$ cat config.mk
export PLATFORM = sky130hd
export DESIGN_NAME = apb_bridge_controller
export DESIGN_NICKNAME = d
export VERILOG_FILES = /design/src/rtl/apb_bridge_controller.sv
export SDC_FILE = /design/constraint.sdc
export NUM_CORES = 1
export LEC_CHECK = 0
export ABC_AREA = 1
export BUFFER_PORTS_ARGS = -buffer_cell sky130_fd_sc_hd__buf_4
export CORE_ASPECT_RATIO = 1.4
export CORE_MARGIN = 2
export CORE_UTILIZATION = 48
export DETAILED_ROUTE_END_ITERATION = 10
export GPL_ROUTABILITY_DRIVEN = 0
export GPL_TIMING_DRIVEN = 0
export PLACE_DENSITY_LB_ADDON = 0.12
export SLEW_MARGIN = 5
export SYNTH_ARGS = -nofsm -noshare
export SYNTH_HDL_FRONTEND = slang
export SYNTH_SLANG_ARGS = --single-unit
export TNS_END_PERCENT = 50
$ cat constraint.sdc
create_clock -name hclk -period 2.3 [get_ports hclk]
set_clock_uncertainty 0.1 [all_clocks]
set_input_delay 0.345 -clock hclk [delete_from_list [all_inputs] [get_ports hclk]]
set_output_delay 0.345 -clock hclk [all_outputs]
set_load 0.1 [all_outputs]
$ cat src/rtl/apb_bridge_controller.sv
// AHB-to-APB bridge sequencing FSM: one APB SETUP/ACCESS per accepted AHB
// transfer, AHB stall via hready_out, and a pready watchdog.
module apb_bridge_controller #(
  parameter int unsigned ADDR_W   = 32,
  parameter int unsigned DATA_W   = 32,
  parameter int unsigned NSEL     = 3,
  parameter int unsigned MAX_WAIT = 16
) (
  input  logic              hclk,
  input  logic              hresetn,
  input  logic              valid,
  input  logic              hwrite,
  input  logic [ADDR_W-1:0] haddr,
  input  logic [DATA_W-1:0] hwdata,
  input  logic [NSEL-1:0]   temp_selx,
  input  logic              pready,
  output logic              hready_out,
  output logic [NSEL-1:0]   pselx,
  output logic              penable,
  output logic              pwrite,
  output logic [ADDR_W-1:0] paddr,
  output logic [DATA_W-1:0] pwdata,
  output logic              timeout_err
);

  localparam int unsigned CW = (MAX_WAIT > 0) ? $clog2(MAX_WAIT + 1) : 1;
  localparam logic [CW-1:0] LAST = CW'((MAX_WAIT > 0) ? MAX_WAIT - 1 : 0);

  typedef enum logic [1:0] {IDLE, WWAIT, SETUP, ACCESS} state_t;

  state_t            state_q, state_d;
  logic [ADDR_W-1:0] addr_q;
  logic              wr_q;
  logic [NSEL-1:0]   sel_q;
  logic [DATA_W-1:0] wdata_q;
  logic [CW-1:0]     wcnt_q;
  logic              timeout_err_q;

  logic accept, timeout_hit;
  logic load_req, cap_wdata, clr_cnt, inc_cnt, set_to;

  assign accept      = valid && (temp_selx != '0);
  // Depends only on registered state, so the watchdog adds no input path.
  assign timeout_hit = (MAX_WAIT != 0) && (state_q == ACCESS) && (wcnt_q == LAST);

  always_comb begin
    state_d    = state_q;
    hready_out = 1'b1;
    load_req   = 1'b0;
    cap_wdata  = 1'b0;
    clr_cnt    = 1'b0;
    inc_cnt    = 1'b0;
    set_to     = 1'b0;
    case (state_q)
      IDLE: begin
        if (accept) begin
          load_req = 1'b1;
          state_d  = hwrite ? WWAIT : SETUP;
        end
      end
      WWAIT: begin
        hready_out = 1'b0;
        cap_wdata  = 1'b1;
        state_d    = SETUP;
      end
      SETUP: begin
        hready_out = 1'b0;
        clr_cnt    = 1'b1;
        state_d    = ACCESS;
      end
      ACCESS: begin
        hready_out = pready || timeout_hit;
        if (pready || timeout_hit) begin
          set_to = timeout_hit && !pready;
          if (accept) begin
            load_req = 1'b1;
            state_d  = hwrite ? WWAIT : SETUP;
          end else begin
            state_d = IDLE;
          end
        end else begin
          inc_cnt = 1'b1;
        end
      end
      default: state_d = IDLE;
    endcase
  end

  always_ff @(posedge hclk or negedge hresetn) begin
    if (!hresetn) begin
      state_q       <= IDLE;
      addr_q        <= '0;
      wr_q          <= 1'b0;
      sel_q         <= '0;
      wdata_q       <= '0;
      wcnt_q        <= '0;
      timeout_err_q <= 1'b0;
    end else begin
      state_q <= state_d;
      if (load_req) begin
        addr_q <= haddr;
        wr_q   <= hwrite;
        sel_q  <= temp_selx;
      end
      if (cap_wdata) wdata_q <= hwdata;
      if (clr_cnt) wcnt_q <= '0;
      else if (inc_cnt && (wcnt_q != '1)) wcnt_q <= wcnt_q + 1'b1;
      if (set_to) timeout_err_q <= 1'b1;
    end
  end

  assign pselx       = ((state_q == SETUP) || (state_q == ACCESS)) ? sel_q : '0;
  assign penable     = (state_q == ACCESS);
  assign pwrite      = wr_q;
  assign paddr       = addr_q;
  assign pwdata      = wdata_q;
  assign timeout_err = timeout_err_q;

endmodule

==> run metrics <==
RSZ-0062 raised after global routing=yes; Vias/cell=4.62; max-cap violations=0; GR Layer Usage met3=5.77%; Num CTS Buffers=9; Synth Warn #=0; kind of critical path=reg2out; final hold violations=0; Max Slew Vio Count=0; layout cells sized above 1=55.9%; TritonRoute pass-1 iters=4; initial antenna violation count=0; Nets=538; library cells used by synthesis=23; grt met1 use=21.7%; outcome=complete, no violations; setup violators final=0; die area=7680 sq um; synthesized area=3350 sq um; detail-routed net length per standard cell=13.0 um; Ant. Diodes=0; final WL=approximately 7200 um; CTS HTree Levels=3; Buffers & Inverters on Critical Path=2; vias in the first global route=2469; TritonCTS clock tree=yes; Placeable Area=6850 sq um; Finished Core Util=between 60% and 70%; HPWL after DPL=between 5000 and 6000 um; post-route ant nets=0; largest stage delay on the critical path=0.36 ns; Starting DRT DRC Count=51; Worst Path Arrival=1.82 ns; Die Y-Extent=103 um; clk buf depth=2; crit share post-route=98.5%; Skew-Pair Late Insertion Delay=0.34 ns; DRC=0; Synth Register Bits=76; busiest grt layer=met2; Worst slew margin=about 37%; Max FO, Critical Path=2; met2 Use GR=33.4%; Post-Syn Instances=299; GR Overflow Total=0; Syn Area/Cell=11.2 sq um; CP top delay family=adder cells; IO Count=143; Critical Path End Type=primary output; clock root cell=clkbuf_8; Clock Pin Slew Worst Setup and Hold Paths=0.07 ns; Die W=roughly 75 um; first-pass GRT wire length=11200 um; row cnt=36; critical path cell sequence=ha_2, nand2_2, nor2_4, ha_2, inv_2, a21oi_2, o21bai_4, buf_12; Critical Path Slowest Stage Cell=dfrtp_1; Hold WC Path Type=in2async; Syn Nets=379; largest net degree at the start of global routing=77; CP most frequent cell=ha_2; Period minus WS final=2.27 ns; Hold Buf Count CTS=0; vias=2563; Max Fclk=441 MHz; Startpoint Class=flop; Sink Count=76; # fillers=576; Req. time, crit path=1.86 ns; Starting Density=49.0%; area delta synth->final=42.4%; sequential area share after synthesis=56.7%; port bufs=142; slew at the pin closest to its max-slew limit=approximately 0.94 ns; gr usage total=19.4%
[synthesized netlist by cell type]
library cell / instances / share of area, %
mux2_2: 32 / 11
buf_8: 1 / 0.45
o21bai_1: 1 / 0.22
inv_2: 1 / 0.11
nand2_2: 4 / 0.75
nand4_1: 1 / 0.19
nand2_1: 49 / 5.5
nand3_1: 4 / 0.60
a21oi_1: 3 / 0.45
dfrtp_1: 76 / 57
o21ai_2: 36 / 9.4
buf_2: 4 / 0.60
buf_6: 6 / 2.0
a31o_2: 1 / 0.26
ha_1: 8 / 3.0
nor2_1: 13 / 1.5
o21ai_4: 1 / 0.49
nor3_1: 1 / 0.15
a21oi_2: 1 / 0.26
a211oi_1: 1 / 0.22
inv_1: 49 / 5.5
o21ai_0: 4 / 0.60
nor2_2: 2 / 0.37
[final timing paths]
path	cells after the start	endpoint	start	slack, ns
setup / recovery	8	hready_out	wcnt_q[1]$_DFFE_PN0P_	0.03
hold / removal	1	pwdata[11]$_DFFE_PN0P_	hresetn	0.04
setup reg to reg	10	paddr[15]$_DFFE_PN0P_	wcnt_q[1]$_DFFE_PN0P_	0.27
hold reg to reg	1	timeout_err$_DFFE_PN0P_	timeout_err$_DFFE_PN0P_	0.38
max in group asynchronous	1	paddr[16]$_DFFE_PN0P_	hresetn	1.45
min in group hclk	2	pwdata[24]$_DFFE_PN0P_	hwdata[24]	0.13
[worst reg2reg max path, delay by kind of cell, from the launching register on]
family / cells / cell delay, ns
buffers and inverters: 3 / 0.44
AND/OR/NAND/NOR: 2 / 0.14
adder cells (fa/ha/maj): 2 / 0.39
flip-flops: 1 / 0.39
AO/OA/AOI/OAI: 3 / 0.45
[final cells by class]
type | count | area [sq um] | share of cell area, %
buffer | 11 | 103 | 2.15
clock buffer | 13 | 139 | 2.91
inverter | 50 | 188 | 3.93
multi-input combinational | 162 | 1200 | 25.1
sequential | 76 | 1900 | 39.8
tap | 95 | 119 | 2.49
timing repair buffer | 148 | 1120 | 23.5
[per-layer routing]
layer  vias up  routed length, um
li1       1258                  -
met1      1203               2790
met2        93               3740
met3         9                541
met4         0                148
met5         -                  0
[placed cells by master (no fill, tap or decap), drive strengths merged, types with 8 or more instances in the layout]
cell and instances:
clkbuf 13, mux2 32, inv 50, o21ai 41
buf 159, nand2 53, nor2 15, dfrtp 76
ha 8
[what timing repair did]
item                                    CTS  global route
pin swaps                                 1             4
buffers inserted                          3             3
gates resized for setup                   5             6
endpoints found under the setup margin    1             4
[logic make-up after synthesis]
group | count (synthesis) | synth area share [%]
flip-flops | 76 | 56.7
AND/OR/NAND/NOR | 74 | 8.99
AO/OA/AOI/OAI | 48 | 11.9
buffers and inverters | 61 | 8.66
adder cells (fa/ha/maj) | 8 | 2.99
multiplexers | 32 | 10.7
[registers in the layout (all words and copies together) (netlist names)]
signal,cells
pwdata,32
sel_q,3
wcnt_q,5
pwrite,1
timeout_err,1
paddr,32
state_q,2
[stage by stage]
step	hold slack, ns	setup TNS, ns	worst slack (ns)	area (sq um)	std cells
3_5_place_dp	0.368	0	0.193	4550	536
4_1_cts	0.0678	0	0.00732	4730	552
2_1_floorplan	-0.0506	-0.388	-0.129	3370	299
3_3_place_gp	0.356	0	0.194	4550	536
5_1_grt	0.120	-0.0607	-0.0607	4770	555
6_report	0.0387	0	0.0336	4770	555
Power is not shown: default switching activity piles up to over one toggle a cycle in this logic, so the estimate is an artifact.
